### config.mk
export PLATFORM = sky130hd
export DESIGN_NAME = score_keeper_flat
export DESIGN_NICKNAME = d
export VERILOG_FILES = /design/src/rtl/score_keeper_if.sv /design/src/rtl/score_keeper.sv /design/src/flat_wrapper.sv
export SDC_FILE = /design/constraint.sdc
export NUM_CORES = 1
export LEC_CHECK = 0
export CORE_ASPECT_RATIO = 0.9
export CORE_MARGIN = 4
export CORE_UTILIZATION = 40
export CTS_CLUSTER_SIZE = 30
export DETAILED_ROUTE_END_ITERATION = 16
export PLACE_DENSITY = 0.71
export SKIP_LAST_GASP = 1
export SLEW_MARGIN = 5
export SYNTH_ARGS = -nofsm -noshare
export SYNTH_HDL_FRONTEND = slang
export SYNTH_SLANG_ARGS = --single-unit
### constraint.sdc
create_clock -name clk_i -period 2.33 [get_ports clk_i]
set_input_delay 0.466 -clock clk_i [delete_from_list [all_inputs] [get_ports clk_i]]
set_output_delay 0.466 -clock clk_i [all_outputs]
set_load 0.02 [all_outputs]
### src/rtl/score_keeper_if.sv
// Score display bundle: one digit record per side, each carrying a fixed position
// and a SCORE_H x SCORE_W glyph bitmap.
interface score_if;
  localparam int SCORE_H = 5;
  localparam int SCORE_W = 3;

  typedef struct packed {
    logic [9:0]                 x_pos;
    logic [9:0]                 y_pos;
    logic [SCORE_H*SCORE_W-1:0] score_val;
  } score_t;

  score_t player;
  score_t enemy;

  modport keeper_mp (output player, enemy);
  modport view_mp   (input  player, enemy);
endinterface

### src/rtl/score_keeper.sv
// Pong score keeper: goal counting, post-goal ball hold, game-over detection and
// tear-free digit bitmaps. Optional winner blink in OVER with SCORE_BLINK_EN.
//
// state | meaning
// PLAY  | ball moving, goal pulses are counted
// HOLD  | ball frozen for HOLD_FRAMES frame ticks after a goal, reset or restart
// OVER  | a side reached WIN_SCORE, waiting for restart
module score_keeper #(
  parameter int WIN_SCORE   = 9,
  parameter int HOLD_FRAMES = 60,
  parameter int PLAYER_X    = 200,
  parameter int ENEMY_X     = 420,
  parameter int SCORE_Y     = 16
) (
  input  logic        clk_i,
  input  logic        rst_ni,
  input  logic        frame_tick_i,
  input  logic        player_goal_i,
  input  logic        enemy_goal_i,
  input  logic        restart_i,
  score_if.keeper_mp  score_o,
  output logic        ball_freeze_o,
  output logic        game_over_o,
  output logic        winner_o
);

  typedef enum logic [1:0] {PLAY, HOLD, OVER} state_t;
  typedef logic [14:0] glyph_t;

  localparam logic [3:0] WIN   = 4'(WIN_SCORE);
  localparam logic [7:0] HOLDV = 8'(HOLD_FRAMES);

  state_t     state;
  logic [7:0] hold_cnt;
  logic [3:0] player_cnt;
  logic [3:0] enemy_cnt;
  glyph_t     player_bmp;
  glyph_t     enemy_bmp;
  logic       blank_player;
  logic       blank_enemy;

  // 3x5 font, row-major, MSB is the top-left pixel
  function automatic glyph_t font(input logic [3:0] d);
    case (d)
      4'd0:    font = 15'b111_101_101_101_111;
      4'd1:    font = 15'b010_110_010_010_111;
      4'd2:    font = 15'b111_001_111_100_111;
      4'd3:    font = 15'b111_001_111_001_111;
      4'd4:    font = 15'b101_101_111_001_001;
      4'd5:    font = 15'b111_100_111_001_111;
      4'd6:    font = 15'b111_100_111_101_111;
      4'd7:    font = 15'b111_001_001_001_001;
      4'd8:    font = 15'b111_101_111_101_111;
      4'd9:    font = 15'b111_101_111_001_111;
      default: font = 15'b000_000_000_000_000;
    endcase
  endfunction

  always_ff @(posedge clk_i or negedge rst_ni) begin
    if (!rst_ni) begin
      state         <= HOLD;
      hold_cnt      <= HOLDV;
      player_cnt    <= 4'd0;
      enemy_cnt     <= 4'd0;
      ball_freeze_o <= 1'b1;
      game_over_o   <= 1'b0;
      winner_o      <= 1'b0;
    end else if (restart_i) begin
      state         <= HOLD;
      hold_cnt      <= HOLDV;
      player_cnt    <= 4'd0;
      enemy_cnt     <= 4'd0;
      ball_freeze_o <= 1'b1;
      game_over_o   <= 1'b0;
      winner_o      <= 1'b0;
    end else begin
      case (state)
        PLAY: begin
          // player wins a same-cycle tie; the enemy pulse is simply dropped
          if (player_goal_i || enemy_goal_i) begin
            ball_freeze_o <= 1'b1;
            if (player_goal_i) begin
              player_cnt <= player_cnt + 4'd1;
              if (player_cnt + 4'd1 == WIN) begin
                state       <= OVER;
                game_over_o <= 1'b1;
                winner_o    <= 1'b1;
              end else begin
                state    <= HOLD;
                hold_cnt <= HOLDV;
              end
            end else begin
              enemy_cnt <= enemy_cnt + 4'd1;
              if (enemy_cnt + 4'd1 == WIN) begin
                state       <= OVER;
                game_over_o <= 1'b1;
                winner_o    <= 1'b0;
              end else begin
                state    <= HOLD;
                hold_cnt <= HOLDV;
              end
            end
          end
        end
        HOLD: begin
          if (frame_tick_i) begin
            hold_cnt <= hold_cnt - 8'd1;
            if (hold_cnt == 8'd1) begin
              state         <= PLAY;
              ball_freeze_o <= 1'b0;
            end
          end
        end
        OVER: ;
        default: begin
          state         <= HOLD;
          hold_cnt      <= HOLDV;
          ball_freeze_o <= 1'b1;
        end
      endcase
    end
  end

`ifdef SCORE_BLINK_EN
  logic [5:0] blink_cnt;

  // free-running while OVER, held at zero otherwise so each game over starts blanked
  always_ff @(posedge clk_i or negedge rst_ni) begin
    if (!rst_ni)
      blink_cnt <= 6'd0;
    else if (state != OVER)
      blink_cnt <= 6'd0;
    else if (frame_tick_i)
      blink_cnt <= blink_cnt + 6'd1;
  end

  assign blank_player = (state == OVER) &&  winner_o && !blink_cnt[5];
  assign blank_enemy  = (state == OVER) && !winner_o && !blink_cnt[5];
`else
  assign blank_player = 1'b0;
  assign blank_enemy  = 1'b0;
`endif

  always_ff @(posedge clk_i or negedge rst_ni) begin
    if (!rst_ni) begin
      player_bmp <= font(4'd0);
      enemy_bmp  <= font(4'd0);
    end else if (frame_tick_i) begin
      player_bmp <= blank_player ? '0 : font(player_cnt);
      enemy_bmp  <= blank_enemy  ? '0 : font(enemy_cnt);
    end
  end

  assign score_o.player = {10'(PLAYER_X), 10'(SCORE_Y), player_bmp};
  assign score_o.enemy  = {10'(ENEMY_X),  10'(SCORE_Y), enemy_bmp};

endmodule
### src/flat_wrapper.sv
// flat-port wrapper written by rule: the top's interface ports become plain ports
module score_keeper_flat 
#(
  parameter int WIN_SCORE   = 9,
  parameter int HOLD_FRAMES = 60,
  parameter int PLAYER_X    = 200,
  parameter int ENEMY_X     = 420,
  parameter int SCORE_Y     = 16
)
  (clk_i, rst_ni, frame_tick_i, player_goal_i, enemy_goal_i, restart_i, ball_freeze_o, game_over_o, winner_o, score_o_player, score_o_enemy);
  score_if score_o_i ();
  input  logic clk_i;
  input  logic rst_ni;
  input  logic frame_tick_i;
  input  logic player_goal_i;
  input  logic enemy_goal_i;
  input  logic restart_i;
  output logic ball_freeze_o;
  output logic game_over_o;
  output logic winner_o;
  output wire logic [$bits(score_o_i.player)-1:0] score_o_player;
  output wire logic [$bits(score_o_i.enemy)-1:0] score_o_enemy;
  assign score_o_player = score_o_i.player;
  assign score_o_enemy = score_o_i.enemy;
  score_keeper #(.WIN_SCORE(WIN_SCORE), .HOLD_FRAMES(HOLD_FRAMES), .PLAYER_X(PLAYER_X), .ENEMY_X(ENEMY_X), .SCORE_Y(SCORE_Y)) u_core (.clk_i(clk_i), .rst_ni(rst_ni), .frame_tick_i(frame_tick_i), .player_goal_i(player_goal_i), .enemy_goal_i(enemy_goal_i), .restart_i(restart_i), .score_o(score_o_i), .ball_freeze_o(ball_freeze_o), .game_over_o(game_over_o), .winner_o(winner_o));
endmodule
After elaboration in Yosys (flattened, before gate mapping)
Memories as Yosys holds them, arrays and structs flattened. A register that Yosys moved wholly into a read port is not among the register bits.
Cells that the tools add are included.
- register bits after elaboration: 21
- bits in latches: 0
- bits in writable memories: 0
- bits in read-only memories: 480
- input bits: 6
- output and inout bits: 73
- logic and storage cells: 77
- memories kept: 2
- memory list (memory ; depth ; width ; rd ports ; clocked after Yosys merged registers in ; write ports ; RTL line ; source):
    (name not given) ; 16 ; 15 ; 1 ; 1 ; 0 ; score_keeper.sv:44 ; case (d)
    (name not given) ; 16 ; 15 ; 1 ; 1 ; 0 ; score_keeper.sv:44 ;
- $add $sub $neg: 3
- multipliers: 0
- divide/modulo/power cells: 0
- $lt $le $gt $ge: 0
- equality and inequality tests: 13
- shift operators: 0
- muxes and demuxes: 39
- bitwise gates (word level): 0
- reduce and logical (&&, ||, !) cells: 13
- operator list (cell ; number):
    8-bit 2-to-1 mux ; 6
    4-bit 2-to-1 mux ; 8
    8-bit case mux with 3 select lines ; 1
    1-bit 2-to-1 mux ; 15
    2-bit 2-to-1 mux ; 7
    4-bit by 1-bit adder with 4-bit output (second input constant) ; 2
    4-bit equality test (second input constant) ; 2
    8-bit by 1-bit equality test with 1-bit output (second input constant) ; 1
    4-bit inequality test (second input constant) ; 2
    4-bit AND reduction ; 2
    8-bit by 1-bit subtractor with 8-bit output (second input constant) ; 1
    3-bit by 2-bit inequality test with 1-bit output (second input constant) ; 2
    2-bit case mux with 3 select lines ; 1
    3-bit AND reduction ; 2
    2-bit nonzero test ; 3
    5-bit AND reduction ; 1
    3-bit by 1-bit inequality test with 1-bit output (second input constant) ; 1
    3-bit inequality test (second input constant) ; 1
    1-bit case mux with 3 select lines ; 1
    3-bit nonzero test ; 1
    2-bit by 1-bit equality test with 1-bit output (second input constant) ; 1
    2-bit equality test (second input constant) ; 1
    1-bit logical NOT ; 2
    2-bit logical NOT ; 1
    3 further kinds ; 3

Longest topological paths before layout
- depth in word-level cells: 7
- mapped depth: 7

Worst setup path after synthesis
No wires, ideal clock.
- path type: reg-to-reg
- start: reg u_core.enemy_cnt[1]
- end: reg u_core.hold_cnt[7]
- setup time: 134 ps
- data arrival time: 1502 ps
- required time: 2196 ps
- setup slack: 694 ps
- cell stages (with the launch flop): 7
- path through: dfrtp_1 > inv_1 > ha_1 > nor4bb_1 > or2_4 > a31oi_4 > a31oi_1
- word-level cells in the longest chain between the ends: 4
- RTL lines (what ; RTL line ; source):
    start: declaration ; score_keeper.sv:36 ; logic [3:0] enemy_cnt;
    start signal: assignment ; score_keeper.sv:93 ; enemy_cnt <= enemy_cnt + 4'd1;
    4-bit by 1-bit adder with 4-bit output ; score_keeper.sv:94 ; if (enemy_cnt + 4'd1 == WIN) begin
    4-bit equality test ; score_keeper.sv:94 ;
    4-bit inequality test (no source line) ; n/a ;
    5-bit AND reduction (no source line) ; n/a ;
    end signal: assignment ; score_keeper.sv:107 ; hold_cnt <= hold_cnt - 8'd1;
    end: declaration ; score_keeper.sv:34 ; logic [7:0] hold_cnt;
No other way between the ends.
A chain may end at the register's enable or synchronous reset.

Worst setup path after layout
- start: reg u_core.enemy_cnt[1]
- end: reg u_core.hold_cnt[4]
Same word-level chain as after synthesis.

==> results.sh <==
export IMPL_end_kind="register"
export IMPL_ir_worst_vdd_mv=0.2623
export IMPL_antenna_found_initial=0
export IMPL_fin_crit_ns=1.937
export IMPL_whs_ns=0.2210
export IMPL_grt_usage_pct=12.75
export IMPL_critical_path_slowest_cell="dfrtp_1"
export IMPL_cts_resized=0
export IMPL_gp_congestion=0.8659
export IMPL_cp_data_required_time_ns=2.57
export IMPL_dieArea_sq_mm=0.008645
export IMPL_finalClockSkew_ns=0.009462
export IMPL_setup_ws_ns=0.3928
export IMPL_grt_overflow_total=0
export IMPL_layout_common_cells="nor2_1 (42), conb_1 (40), clkdlybuf4s50_1 (37)"
export IMPL_synth_mux_area_fraction_pct=0.7799
export IMPL_diodes=0
export IMPL_pin_count=79
export IMPL_start_kind="register"
export IMPL_drv_cap=0
export IMPL_core_area_sq_mm=0.007039
export IMPL_clockRootBuffer="clkbuf_8"
export IMPL_tns_ns=0
export IMPL_max_freq_mhz=516.2
export IMPL_post_route_period_util_pct=83.14
export IMPL_clockBufferDepth=2
export IMPL_async_flop_share_pct=100.0
export IMPL_rows=29
export IMPL_synth_compound_area_share_pct=15.73
export IMPL_yosysWarnings=0
export IMPL_dr_total_vias=2117
export IMPL_crit_chain="inv_1 -> ha_1 -> nor4bb_1 -> or2_4 -> a31oi_4 -> a31o_1"
export IMPL_max_stage_delay_ns=0.49
export IMPL_dieHeight_um=88.61
export IMPL_post_cts_buffers=0
export IMPL_cp_num_buf_inv=1
export IMPL_crit_type="register to register"
export IMPL_wl_per_cell_um=12.06
export IMPL_dpl_worst_slack_ns=0.2230
export IMPL_final_common_cell="nor2_1"
export IMPL_synth_simple_gate_area_share_pct=19.11
export IMPL_run_status="completed"
export IMPL_io_buffers=38
export IMPL_initial_core_util_pct=41.02
export IMPL_synth_distinct_cells=59
export IMPL_drt_initial_drc_count=131
export IMPL_grt_pass1_vias=2024
export IMPL_seq_area_frac_synth_pct=38.30
export IMPL_p_leak_nw=1.394
export IMPL_critical_path_arrival_ns=2.17
export IMPL_met1_usage_pct=15.79
export IMPL_top_usage_layer="met2"
export IMPL_cp_top_family="simple AND/OR/NAND/NOR gates"
export IMPL_holdBufCountCts=0
export IMPL_clkTransAtPathRegs_ns=0.09
export IMPL_ant_nets=0
export IMPL_maxSlewHeadroom_pct=64.90
export IMPL_drv_slew=0
export IMPL_grt_pass1_wl_um=9239
export IMPL_grt_max_degree=44
export IMPL_viasPerCell=4.768
export IMPL_fin_nets=370
export IMPL_rsz0062_at_grt="no"
export IMPL_h_tree_depth=2
export IMPL_die_w_um=97.57
export IMPL_wl_um=5356
export IMPL_area_delta_synth_final_pct=12.22
export IMPL_path_max_fanout=10
export IMPL_clock_sinks=43
export IMPL_finalSetupViolations=0
export IMPL_min_path_type="input pin to asynchronous set/reset pin"
export IMPL_syn_area_sq_mm=0.002888
export IMPL_p_per_area_mw_per_mm2=640.8
export IMPL_report_final_hold_viol_count=0
export IMPL_ys_seq_elements=43
export IMPL_synth_edf_count=0
export IMPL_drt_pre_antenna_iters=4
export IMPL_clk_latency_ns=0.30
export IMPL_met2_usage_pct=22.78
export IMPL_synth_cells=327
export IMPL_cts_tree="done"
export IMPL_ys_flop_type="dfstp_2"
export IMPL_grtUsageMet3_pct=2.600
export IMPL_cts_made_buffers=5
export IMPL_remaining_drc_errors=0
export IMPL_avgSynthCellArea_sq_um=8.831
export IMPL_utilization_pct=46.04
export IMPL_synth_xor_area_share_pct=1.820
export IMPL_tightestPinTransition_ns=0.5266
export IMPL_drive_gt1_share_pct=14.81
export IMPL_synth_top_family_by_area="simple AND/OR/NAND/NOR gates"
export IMPL_synth_adder_area_share_pct=6.066
export IMPL_post_dp_hpwl_um=3860
[path summary, 6_finish.rpt]
| check | from | slack, ns | cells after the start | end |
|---|---|---|---|---|
| worst max-delay path | u_core.enemy_cnt[1]$_DFFE_PN0P_ | 0.39 | 6 | u_core.hold_cnt[4]$_DFFE_PN1P_ |
| worst min-delay path | rst_ni | 0.22 | 2 | u_core.hold_cnt[7]$_DFFE_PN0P_ |
| worst max register to register | u_core.enemy_cnt[1]$_DFFE_PN0P_ | 0.39 | 6 | u_core.hold_cnt[4]$_DFFE_PN1P_ |
| worst min register to register | u_core.player_bmp[13]$_DFFE_PN1P_ | 0.47 | 2 | u_core.player_bmp[13]$_DFFE_PN1P_ |
| max in group asynchronous | rst_ni | 1.72 | 2 | u_core.state[0]$_DFFE_PN1P_ |
| min in group clk_i | u_core.player_bmp[13]$_DFFE_PN1P_ | 0.47 | 2 | u_core.player_bmp[13]$_DFFE_PN1P_ |
[final cells by class]
class / instances / area, sq um
repair buffers: 41 / 397.9
multi-input cells: 238 / 1406
inverters: 21 / 78.83
flip-flops and latches: 43 / 1106
well taps: 93 / 116.4
clock inverters: 3 / 66.31
fillers: 671 / 3799
clock buffers: 5 / 68.82
[sequential cells by signal (all words and copies together), names as in the netlist]
register	flops
u_core.player_bmp	11
u_core.hold_cnt	8
u_core.enemy_bmp	11
u_core.winner_o	1
u_core.game_over_o	1
u_core.enemy_cnt	4
u_core.state	2
u_core.player_cnt	4
u_core.ball_freeze_o	1
[cells by family after synthesis]
family / Yosys count
and+or+nand+nor: 106
buffers and inverters: 84
AOI/OAI and AO/OA: 70
DFF: 43
adders and majority gates: 14
xor gates and xnor gates: 6
other: 2
muxes: 2
[per-stage QoR]
step | area, sq um | cells | total power, W
floorplan | 3030 | 365 | 0.001312
global placement | 3105 | 436 | 0.001389
detailed placement | 3105 | 436 | 0.001399
CTS | 3241 | 444 | 0.002107
global route | 3241 | 444 | 0.002199
finish | 3241 | 444 | 0.002077
[report_power, final]
part | switching [W] | internal, W
combinational | 0.000276 | 0.000187
sequential | 0.0000757 | 0.000848
clock | 0.000261 | 0.000428
total | 0.000613 | 0.00146
[synthesized netlist by cell type (3+ instances only)]
master	number	area (sq um)
nand2b_1	5	31.28
xnor2_1	4	35.03
dfstp_2	24	630.6
ha_1	14	175.2
a21bo_1	3	30.03
clkbuf_1	9	33.78
nand3_1	14	70.07
nand2_1	15	56.30
a31oi_1	6	37.54
buf_2	4	20.02
dfrtp_1	19	475.5
nor2_1	42	157.7
o21ai_0	20	100.1
inv_1	20	75.07
a21oi_1	21	105.1
buf_4	48	360.4
nor3_1	7	35.03
[metal layers]
layer	part of all wire (%)	wire, um	vias to the layer above
li1	-	-	1052
met1	46	2458	1013
met2	48	2595	47
met3	4.4	238	5
met4	1.2	64	0
met5	0	0	-
Power figures use the tool's default switching activity.
